**config.mk**
```make
export PLATFORM = sky130hd
export DESIGN_NAME = instr_fetch_unit
export DESIGN_NICKNAME = d
export VERILOG_FILES = /design/src/rtl/instr_fetch_unit.sv
export SDC_FILE = /design/constraint.sdc
export NUM_CORES = 1
export LEC_CHECK = 0
export BUFFER_PORTS_ARGS = -buffer_cell sky130_fd_sc_hd__buf_4
export CORE_MARGIN = 5
export CORE_UTILIZATION = 52
export DETAILED_ROUTE_END_ITERATION = 6
export GPL_TIMING_DRIVEN = 1
export HOLD_SLACK_MARGIN = 0.08
export PLACE_DENSITY = 0.87
export SLEW_MARGIN = 20
export SYNTH_ARGS = -nofsm -noshare
export SYNTH_HDL_FRONTEND = slang
export SYNTH_SLANG_ARGS = --single-unit
```
**constraint.sdc**
```tcl
create_clock -name clk -period 3.91 [get_ports clk]
set_clock_uncertainty 0.15 [all_clocks]
set_input_delay 0.391 -clock clk [delete_from_list [all_inputs] [get_ports clk]]
set_output_delay 0.391 -clock clk [all_outputs]
set_load 0.05 [all_outputs]
```
**src/rtl/instr_fetch_unit.sv**
```systemverilog
// RV32I fetch stage: owns the PC, fetches over imem req/ack, presents the instruction and its decoded fields.
// Latency: one cycle from ack to instr_valid; with FETCH_PREFETCH_EN defined, one instruction per cycle on sequential code.
// Backpressure: stall holds the presented instruction; imem_req/imem_addr stay stable until imem_ack.
module instr_fetch_unit #(
  parameter logic [31:0] RESET_PC  = 32'h0000_0000,
  parameter logic [31:0] NOP_INSTR = 32'h0000_0013
) (
  input  logic        clk,
  input  logic        rst,
  output logic        imem_req,
  output logic [31:0] imem_addr,
  input  logic        imem_ack,
  input  logic [31:0] imem_rdata,
  input  logic        stall,
  input  logic        is_branch,
  input  logic        is_jump,
  input  logic [1:0]  pc_select,
  input  logic        branch_taken,
  input  logic [31:0] imm,
  input  logic [31:0] rs1_data,
  output logic        instr_valid,
  output logic [31:0] instr,
  output logic [31:0] pc_out,
  output logic [31:0] pc_plus4,
  output logic [6:0]  opcode,
  output logic [2:0]  funct3,
  output logic [6:0]  funct7,
  output logic [4:0]  rd,
  output logic [4:0]  rs1,
  output logic [4:0]  rs2,
  output logic        fetch_fault
);

`ifdef FETCH_PREFETCH_EN
  typedef enum logic [1:0] {FETCH, HOLD, HALT, KILL} state_t;
`else
  typedef enum logic [1:0] {FETCH, HOLD, HALT} state_t;
`endif

  state_t      state_q, state_d;
  logic [31:0] pc_q, instr_q, next_pc, pc_inc, addr_c;
  logic        fault_q, taken, req_c, load_instr, load_pc, set_fault;

`ifdef FETCH_PREFETCH_EN
  logic        pbuf_valid_q, pf_req_q;
  logic [31:0] pbuf_data_q, kill_addr_q;
  logic        instr_from_buf, pf_set, pf_clr, buf_fill, buf_clr, kill_ld;
`endif

  assign pc_inc = pc_q + 32'd4;

  always_comb begin
    taken   = is_jump | (is_branch & branch_taken);
    next_pc = pc_inc;
    if (pc_select == 2'b01 && taken)
      next_pc = pc_q + imm;
    else if (pc_select == 2'b10 && is_jump)
      next_pc = (rs1_data + imm) & ~32'h1;
  end

  always_comb begin
    state_d    = state_q;
    req_c      = 1'b0;
    addr_c     = pc_q;
    load_instr = 1'b0;
    load_pc    = 1'b0;
    set_fault  = 1'b0;
`ifdef FETCH_PREFETCH_EN
    instr_from_buf = 1'b0;
    pf_set         = 1'b0;
    pf_clr         = 1'b0;
    buf_fill       = 1'b0;
    buf_clr        = 1'b0;
    kill_ld        = 1'b0;
`endif
    case (state_q)
      FETCH: begin
        req_c = 1'b1;
        if (imem_ack) begin
          load_instr = 1'b1;
          state_d    = HOLD;
`ifdef FETCH_PREFETCH_EN
          pf_set = 1'b1;
`endif
        end
      end
      HOLD: begin
`ifdef FETCH_PREFETCH_EN
        req_c  = pf_req_q;
        addr_c = pc_inc;
        if (pf_req_q && imem_ack) begin
          buf_fill = 1'b1;
          pf_clr   = 1'b1;
        end
`endif
        if (!stall) begin
          if (next_pc[1:0] != 2'b00) begin
            set_fault = 1'b1;
            state_d   = HALT;
`ifdef FETCH_PREFETCH_EN
            buf_clr = 1'b1;
            pf_clr  = 1'b1;
`endif
          end else begin
            load_pc = 1'b1;
`ifdef FETCH_PREFETCH_EN
            buf_clr = 1'b1;
            if (next_pc == pc_inc) begin
              if (pbuf_valid_q) begin
                load_instr     = 1'b1;
                instr_from_buf = 1'b1;
                pf_set         = 1'b1;
              end else if (pf_req_q && imem_ack) begin
                load_instr = 1'b1;
                pf_set     = 1'b1;
              end else begin
                // in-flight prefetch already targets the new pc: it becomes the demand fetch
                state_d = FETCH;
                pf_clr  = 1'b1;
              end
            end else begin
              pf_clr = 1'b1;
              if (pf_req_q && !imem_ack) begin
                state_d = KILL;
                kill_ld = 1'b1;
              end else begin
                state_d = FETCH;
              end
            end
`else
            state_d = FETCH;
`endif
          end
        end
      end
`ifdef FETCH_PREFETCH_EN
      KILL: begin
        req_c  = 1'b1;
        addr_c = kill_addr_q;
        if (imem_ack)
          state_d = FETCH;
      end
`endif
      default: ;
    endcase
  end

  always_ff @(posedge clk or posedge rst) begin
    if (rst) state_q <= FETCH;
    else     state_q <= state_d;
  end

  always_ff @(posedge clk or posedge rst) begin
    if (rst) begin
      pc_q    <= RESET_PC;
      instr_q <= NOP_INSTR;
      fault_q <= 1'b0;
    end else begin
      if (load_pc)   pc_q    <= next_pc;
      if (set_fault) fault_q <= 1'b1;
`ifdef FETCH_PREFETCH_EN
      if (load_instr) instr_q <= instr_from_buf ? pbuf_data_q : imem_rdata;
`else
      if (load_instr) instr_q <= imem_rdata;
`endif
    end
  end

`ifdef FETCH_PREFETCH_EN
  always_ff @(posedge clk or posedge rst) begin
    if (rst) begin
      pbuf_valid_q <= 1'b0;
      pbuf_data_q  <= NOP_INSTR;
      pf_req_q     <= 1'b0;
      kill_addr_q  <= RESET_PC;
    end else begin
      if (pf_set)      pf_req_q <= 1'b1;
      else if (pf_clr) pf_req_q <= 1'b0;
      if (buf_clr) begin
        pbuf_valid_q <= 1'b0;
      end else if (buf_fill) begin
        pbuf_valid_q <= 1'b1;
        pbuf_data_q  <= imem_rdata;
      end
      if (kill_ld) kill_addr_q <= pc_inc;
    end
  end
`endif

  assign imem_req    = req_c & ~rst;
  assign imem_addr   = addr_c;
  assign instr_valid = (state_q == HOLD);
  assign instr       = instr_valid ? instr_q : NOP_INSTR;
  assign pc_out      = pc_q;
  assign pc_plus4    = pc_inc;
  assign fetch_fault = fault_q;
  assign opcode      = instr[6:0];
  assign rd          = instr[11:7];
  assign funct3      = instr[14:12];
  assign rs1         = instr[19:15];
  assign rs2         = instr[24:20];
  assign funct7      = instr[31:25];

endmodule

```
==> results of run 1 <==
worst max-delay path, delay by kind of cell, from the launching register on:
family	cells	cell delay (ps)
and+or+nand+nor	4	1080
xor gates and xnor gates	1	220
buffers and inverters	2	340
DFF	1	580
adders and majority gates	1	340
registers in the layout, indices dropped and copies added, names as in the netlist:
signal	flops
imem_addr	32
instr_q	32
state_q	2
fetch_fault	1
cells in the mapped netlist, types with 15 or more instances:
cell type  number  share of area (%)
dfrtp_1        64                 21
xnor2_1        40                4.6
a21o_1         22                2.2
clkbuf_1       24                1.2
and2_1         41                3.4
nand2_1        83                4.1
nor3_1         19                1.3
nor2_1         61                3.0
ha_1           62                 10
a211oi_1       15                1.5
a21oi_1        64                4.2
o21ai_0        44                2.9
inv_1          26                1.3
nand3_1        25                1.7
xor2_1         28                3.2
mux2_2         34                5.1
buf_4          67                6.7
layer usage:
metal  part of all wire [%]  GRT usage (%)  vias to the layer above
met1                     40           37.7                     3596
met2                     47           48.1                      487
li1                       -              -                     3689
met5                      0              0                        -
met4                    2.8           9.56                        0
met3                     10           3.78                       76
area by class of cell:
class | count | area (µm²) | share of cell area (%)
clock buffers | 11 | 253 | 2.64
clock inverters | 5 | 36.3 | 0.379
multi-input cells | 735 | 5180 | 54.1
inverters | 26 | 97.6 | 1.02
well taps | 184 | 230 | 2.40
repair buffers | 280 | 2100 | 21.9
flip-flops and latches | 67 | 1680 | 17.5
worst paths after layout:
path,start,endpoint,slack [ps],cells after the start
min in group clk,imem_rdata[7],instr_q[7]$_DFFE_PP0P_,150,2
hold reg to reg,fetch_fault$_DFFE_PP0P_,fetch_fault$_DFFE_PP0P_,330,1
hold / removal,rst,state_q[0]$_DFFE_PP0P_,100,2
setup reg to reg,imem_addr[0]$_DFFE_PP0P_,imem_addr[16]$_DFFE_PP0P_,520,11
max in group asynchronous,rst,imem_addr[30]$_DFFE_PP0P_,2590,3
setup / recovery,imem_addr[2]$_DFFE_PP0P_,pc_plus4[28],450,8
cell usage in the layout, fill, tap and decap left out, types with 4 or more instances in the layout:
cell and n:
a31oi_1 11, or2_2 5, o211ai_1 9, o21a_1 8
nand4_1 14, mux2i_1 9, a21o_1 22, or3_1 6
buf_4 280, dfrtp_1 64, a211oi_1 15, ha_1 62
a221oi_1 5, o22ai_1 5, mux2_2 34, and2_1 41
nor2_1 61, nand2_1 83, a21oi_1 64, nand2b_1 14
nand3_1 25, xnor2_1 40, o21ai_1 14, nor3_1 19
a2111oi_0 5, o21bai_1 9, o21ai_0 44, xor2_1 28
and3_1 4, nor2b_1 6, inv_1 25, o31ai_1 4
clkbuf_16 9
power groups by stage:
stage	registers [mW]	logic, mW	clock network [mW]
after floorplan	1.87	4.08	0
after global placement	1.48	5.79	0
after detailed placement	1.50	5.84	0
after CTS	1.49	5.87	0.800
after global routing	1.56	6.24	0.828
final	1.50	5.89	0.788
stage by stage:
stage	power [mW]	worst slack, ps	hold slack, ps	area [µm²]
after floorplan	5.95	415	322	7560
after global placement	7.27	576	309	9290
after detailed placement	7.34	544	314	9290
after CTS	8.16	460	120	9580
after global routing	8.63	140	135	9580
final	8.18	452	98.5	9580
kinds of logic (layout without fill, tap and decap cells):
logic type	count (synthesis)	count (layout)	synth area share (%)
AOI/OAI and AO/OA	253	253	22.1
adders and majority gates	64	64	10.8
muxes	43	43	6.26
xor gates and xnor gates	68	68	7.88
buffers and inverters	121	322	9.40
DFF	67	67	22.2
and+or+nand+nor	307	307	21.3
==> run summary, run 1 <==
Status: completed
CTS tree: yes
Final core utilization: 66.6%
Std cell rows: 44
Peak Freq: 0.289 GHz
Crit path kind: flop to primary output
Setup violators final: 0
Count of flip-flops with a built-in enable after synthesis: 0
I/O Pins: 268
GPL Wtd Cong: 0.963
Setup TNS: 0 ps
Total gr overflow: 0
Syn. warnings: 0
Filler cells: 1,244
Final Hold Violating Endpoints: 0
Worst EP arrival: 2920 ps
Crit path largest cell delay: 580 ps
# diodes: 0
Layout cell share with drive strength beyond 1: 32.4%
Initial antenna violation count: 0
P_leak: 4.52 nW
Mapped Cells: 923
HP Class: primary input to asynchronous set/reset pin
Largest net degree at the start of global routing: 44
Synth Area per Inst: 8.19 µm²
Hpwl dp: 19,700 µm
Slowest CP cell: dfrtp_1
Crit path max fanout: 8
Sequential share of the synthesized area: 22.2%
Unrepaired setup endpoints after global routing: no
Slew Viols, Final: 0
H-tree Lvls: 3
NetSw: 4.72 mW
Core area: 0.0144 mm²
Syn nets: 1,092
Final min period: 3460 ps
Yosys cell types: 80
Area growth syn-to-layout: 26.7%
Number of global-route vias before repair: 7,515
Max-cap check violation count: 0
Seq pwr share: 18.4%
Final std cells w/o fill: 1,308
Max-slew headroom: 43.1%
Vias/cell: 6.00
FF+latch count, synth: 67
Detailed Route Iter0 Violations: 711
Period utilization: 88.5%
VDD IR max: 0.562 mV
Bufs on Longest Clock Path: 2
Ys flop type: dfrtp_1
Post-CTS Setup Bufs: 0
Drt pass-1 iters: 5
Placed insts: 1,292
Crit. End Element: primary output
ANT nets after route: 0
PwrDens: 854 mW/mm²
Nets@finish: 1,288
CP required: 3370 ps
Ys async rst share: 100%
CTS buffer count: 9
Vias: 7,848
CTS root buffer: clkbuf_16
Die ar.: 0.0170 mm²
Critical path, cell by cell: ha_1 > inv_1 > nor4_4 > nand2_1 > nor2_1 > nand3_1 > xnor2_1 > buf_4
Gr usage total: 28.5%
DRC: 0
Critical path launch point type: flop
Clk sink count: 67
WL final: 25,100 µm
Synthesized cell area: 0.00756 mm²
Power Internal: 3.46 mW
WL per Instance: 19.2 µm
First-pass GRT wire length: 38,400 µm
Skew-Pair Late Insertion Delay: 330 ps
Resized cells post-CTS: 0
Clock Power Share: 9.6%
Gate power share: 72.0%
DIE HEIGHT: 131 µm
Die W: 131 µm
IO buf count: 267
CTS Hold Buffers Added: 0
Worst-path clk slew: 60 ps
Sw frac: 57.7%
Worst Max-Slew Pin Slew: 853 ps
Starting density of the core: 52.6%
Note: power is estimated with default switching activity, not from simulation.
==> run 2: changes to the inputs <==
Settings changed: RECOVER_POWER from default to 100.
==> run 2 against run 1 <==
  * Worst hold slack improved by 49 ps
  * Cell area decreased by 5.6%
  * Highest routed layer unchanged
  * Fmax decreased by 5.2%
  * Core utilization down 3.8 points
  * Critical endpoint is now imem_addr[15]$_DFFE_PP0P_
  * Flip-flop and latch count unchanged
  * Worst setup slack lost 190 ps
  * Sequential power hardly changed
  * Critical path type is now flop to flop
  * The flow now finishes with violations (max-capacitance violations, max-slew violations)
==> run summary, run 2 (synthesized netlist as in run 1, its figures left out) <==
Status: finished, violations left
Failing checks: max-capacitance violations, max-slew violations
PwrDens: 851 mW/mm² (-0.35%)
CTS root buffer: clkbuf_16
Skew-Pair Late Insertion Delay: 330 ps (about the same)
Flop-to-flop setup slack: 260 ps (-260 ps)
Bufs on Longest Clock Path: 2 (unchanged)
HP Class: primary input to flop
Initial antenna violation count: 0 (unchanged)
CTS tree: yes
Detailed Route Iter0 Violations: 640 (-10%)
H-tree Lvls: 3 (unchanged)
Max-slew headroom: -15.7% (-59 points)
Vias: 7,886 (+0.48%)
Crit path max fanout: 26 (+18)
Fin Hold WS: 147 ps (+48.6 ps)
First-pass GRT wire length: 38,400 µm (unchanged)
Clk sink count: 67 (unchanged)
Reg-to-Reg Start: imem_addr[0]$_DFFE_PP0P_
Hold depth: 3
Nets@finish: 1,288 (unchanged)
WL per Instance: 19.1 µm (-0.16%)
DIE HEIGHT: 131 µm (unchanged)
Starting density of the core: 52.6% (unchanged)
VDD IR max: 0.493 mV (-12%)
Max-cap check violation count: 3 (+3)
Crit. End Element: flop
CP required: 3900 ps (+530 ps)
Layout cell share with drive strength beyond 1: 19.7% (-13 points)
GPL Wtd Cong: 0.963 (unchanged)
Number of global-route vias before repair: 7,515 (unchanged)
IO buf count: 267 (unchanged)
Crit path kind: flop to flop
Most common cell after layout, fill and taps aside: buf_4
CTS buffer count: 9 (unchanged)
Final min period: 3650 ps (+190 ps)
Slowest CP cell: clkbuf_1
I/O Pins: 268 (unchanged)
Crit Reg-Reg Endpoint: imem_addr[15]$_DFFE_PP0P_
Most frequent cells in the layout: buf_4, clkbuf_1, nand2_1, a21oi_1, dfrtp_1
Std cell rows: 44 (unchanged)
Drt pass-1 iters: 6 (+1)
Gr usage total: 28.5% (unchanged)
Slew Viols, Final: 103 (+103)
Critical path launch point type: flop
Final Power: 7.69 mW (-6.0%)
Die W: 131 µm (unchanged)
Die ar.: 0.0170 mm² (unchanged)
P_leak: 3.97 nW (-12%)
Worst Max-Slew Pin Slew: 1740 ps (+883 ps)
Setup TNS: 0 ps (unchanged)
Core area: 0.0144 mm² (unchanged)
ANT nets after route: 0 (unchanged)
Hold path start: stall
WL final: 25,000 µm (-0.16%)
Setup violators final: 0 (unchanged)
Crit path largest cell delay: 940 ps (+360 ps)
Final Hold Violating Endpoints: 0 (unchanged)
Vias/cell: 6.03 (+0.48%)
Period utilization: 93.3% (+4.9 points)
Largest net degree at the start of global routing: 44 (unchanged)
CTS Hold Buffers Added: 0 (unchanged)
Hpwl dp: 19,700 µm (unchanged)
Critical path, cell by cell: ha_1 > fa_1 > nor3_1 > a31oi_1 > nand2b_1 > clkbuf_1 > o21ai_0
Crit path from: imem_addr[0]$_DFFE_PP0P_
Resized cells post-CTS: 0 (unchanged)
Area growth syn-to-layout: 19.6%
Worst-path clk slew: 60 ps (about the same)
Worst Hold Endpoint: state_q[0]$_DFFE_PP0P_
Post-CTS Setup Bufs: 0 (unchanged)
Peak Freq: 0.274 GHz (-5.2%)
Unrepaired setup endpoints after global routing: no
Path depth of the worst reg2reg path: 7 (-4)
Worst EP arrival: 3640 ps (+720 ps)
Final std cells w/o fill: 1,308 (unchanged)
Total gr overflow: 0 (unchanged)
DRC: 0 (unchanged)
# diodes: 0 (unchanged)
Placed insts: 1,292 (unchanged)
-- run 2: cell count changes in the layout (fill, tap and decap cells not counted), moves of 7 or more --
| cell | before | now |
|---|---|---|
| buf_4 | 280 | 143 |
| clkbuf_1 | 0 | 136 |
| and2_0 | 1 | 31 |
| and2_1 | 41 | 11 |
| o21ai_0 | 44 | 51 |
| o21ai_1 | 14 | 7 |
-- run 2: area by class of cell --
class	count	area (µm²)
clock buffer	11	253
clock inverter	5	36.3
fill	1384	5330
inverter	26	97.6
multi-input combinational	735	5150
sequential	67	1680
tap	184	230
timing repair buffer	280	1590
-- run 2: worst max-delay path by stage --
stage | to | slack, ps | cells after the start
2_1_floorplan | imem_addr[28]$_DFFE_PP0P_ | 420 | 10
3_3_place_gp | imem_addr[31]$_DFFE_PP0P_ | 580 | 11
3_5_place_dp | imem_addr[31]$_DFFE_PP0P_ | 540 | 11
4_1_cts | pc_plus4[28] | 460 | 8
5_1_grt | pc_plus4[28] | 70 | 8
6_report | imem_addr[15]$_DFFE_PP0P_ | 260 | 7
-- run 2: per-layer routing --
layer  up-vias  GRT usage, %  part of all wire (%)
met4         0          9.56                   2.7
met1      3646          37.7                    41
met5         -             0                     0
met2       486          48.1                    47
met3        69          3.78                   9.9
li1       3685             -                     -
-- run 2: critical path: cells and delay by family, from the launching register on --
| kind | cells | cell delay [ps] |
|---|---|---|
| AO/OA/AOI/OAI | 2 | 540 |
| flip-flops | 1 | 460 |
| buffers and inverters | 1 | 940 |
| AND/OR/NAND/NOR | 2 | 600 |
| adder cells (fa/ha/maj) | 2 | 770 |
-- run 2: report_power, final --
group	switching (mW)	internal, mW	leakage, nW
combinational	3.92	1.50	3.04
clock	0.318	0.465	0.134
sequential	0.463	1.03	0.794
total	4.70	3.00	3.97
-- run 2: stage by stage --
step | area [µm²] | utilization [%] | worst slack, ps
detailed placement | 9290 | 64.6 | 544
CTS | 9580 | 66.6 | 460
global placement | 9290 | 64.6 | 576
finish | 9040 | 62.9 | 262
floorplan | 7560 | - | 415
global route | 9040 | 62.9 | 73.9
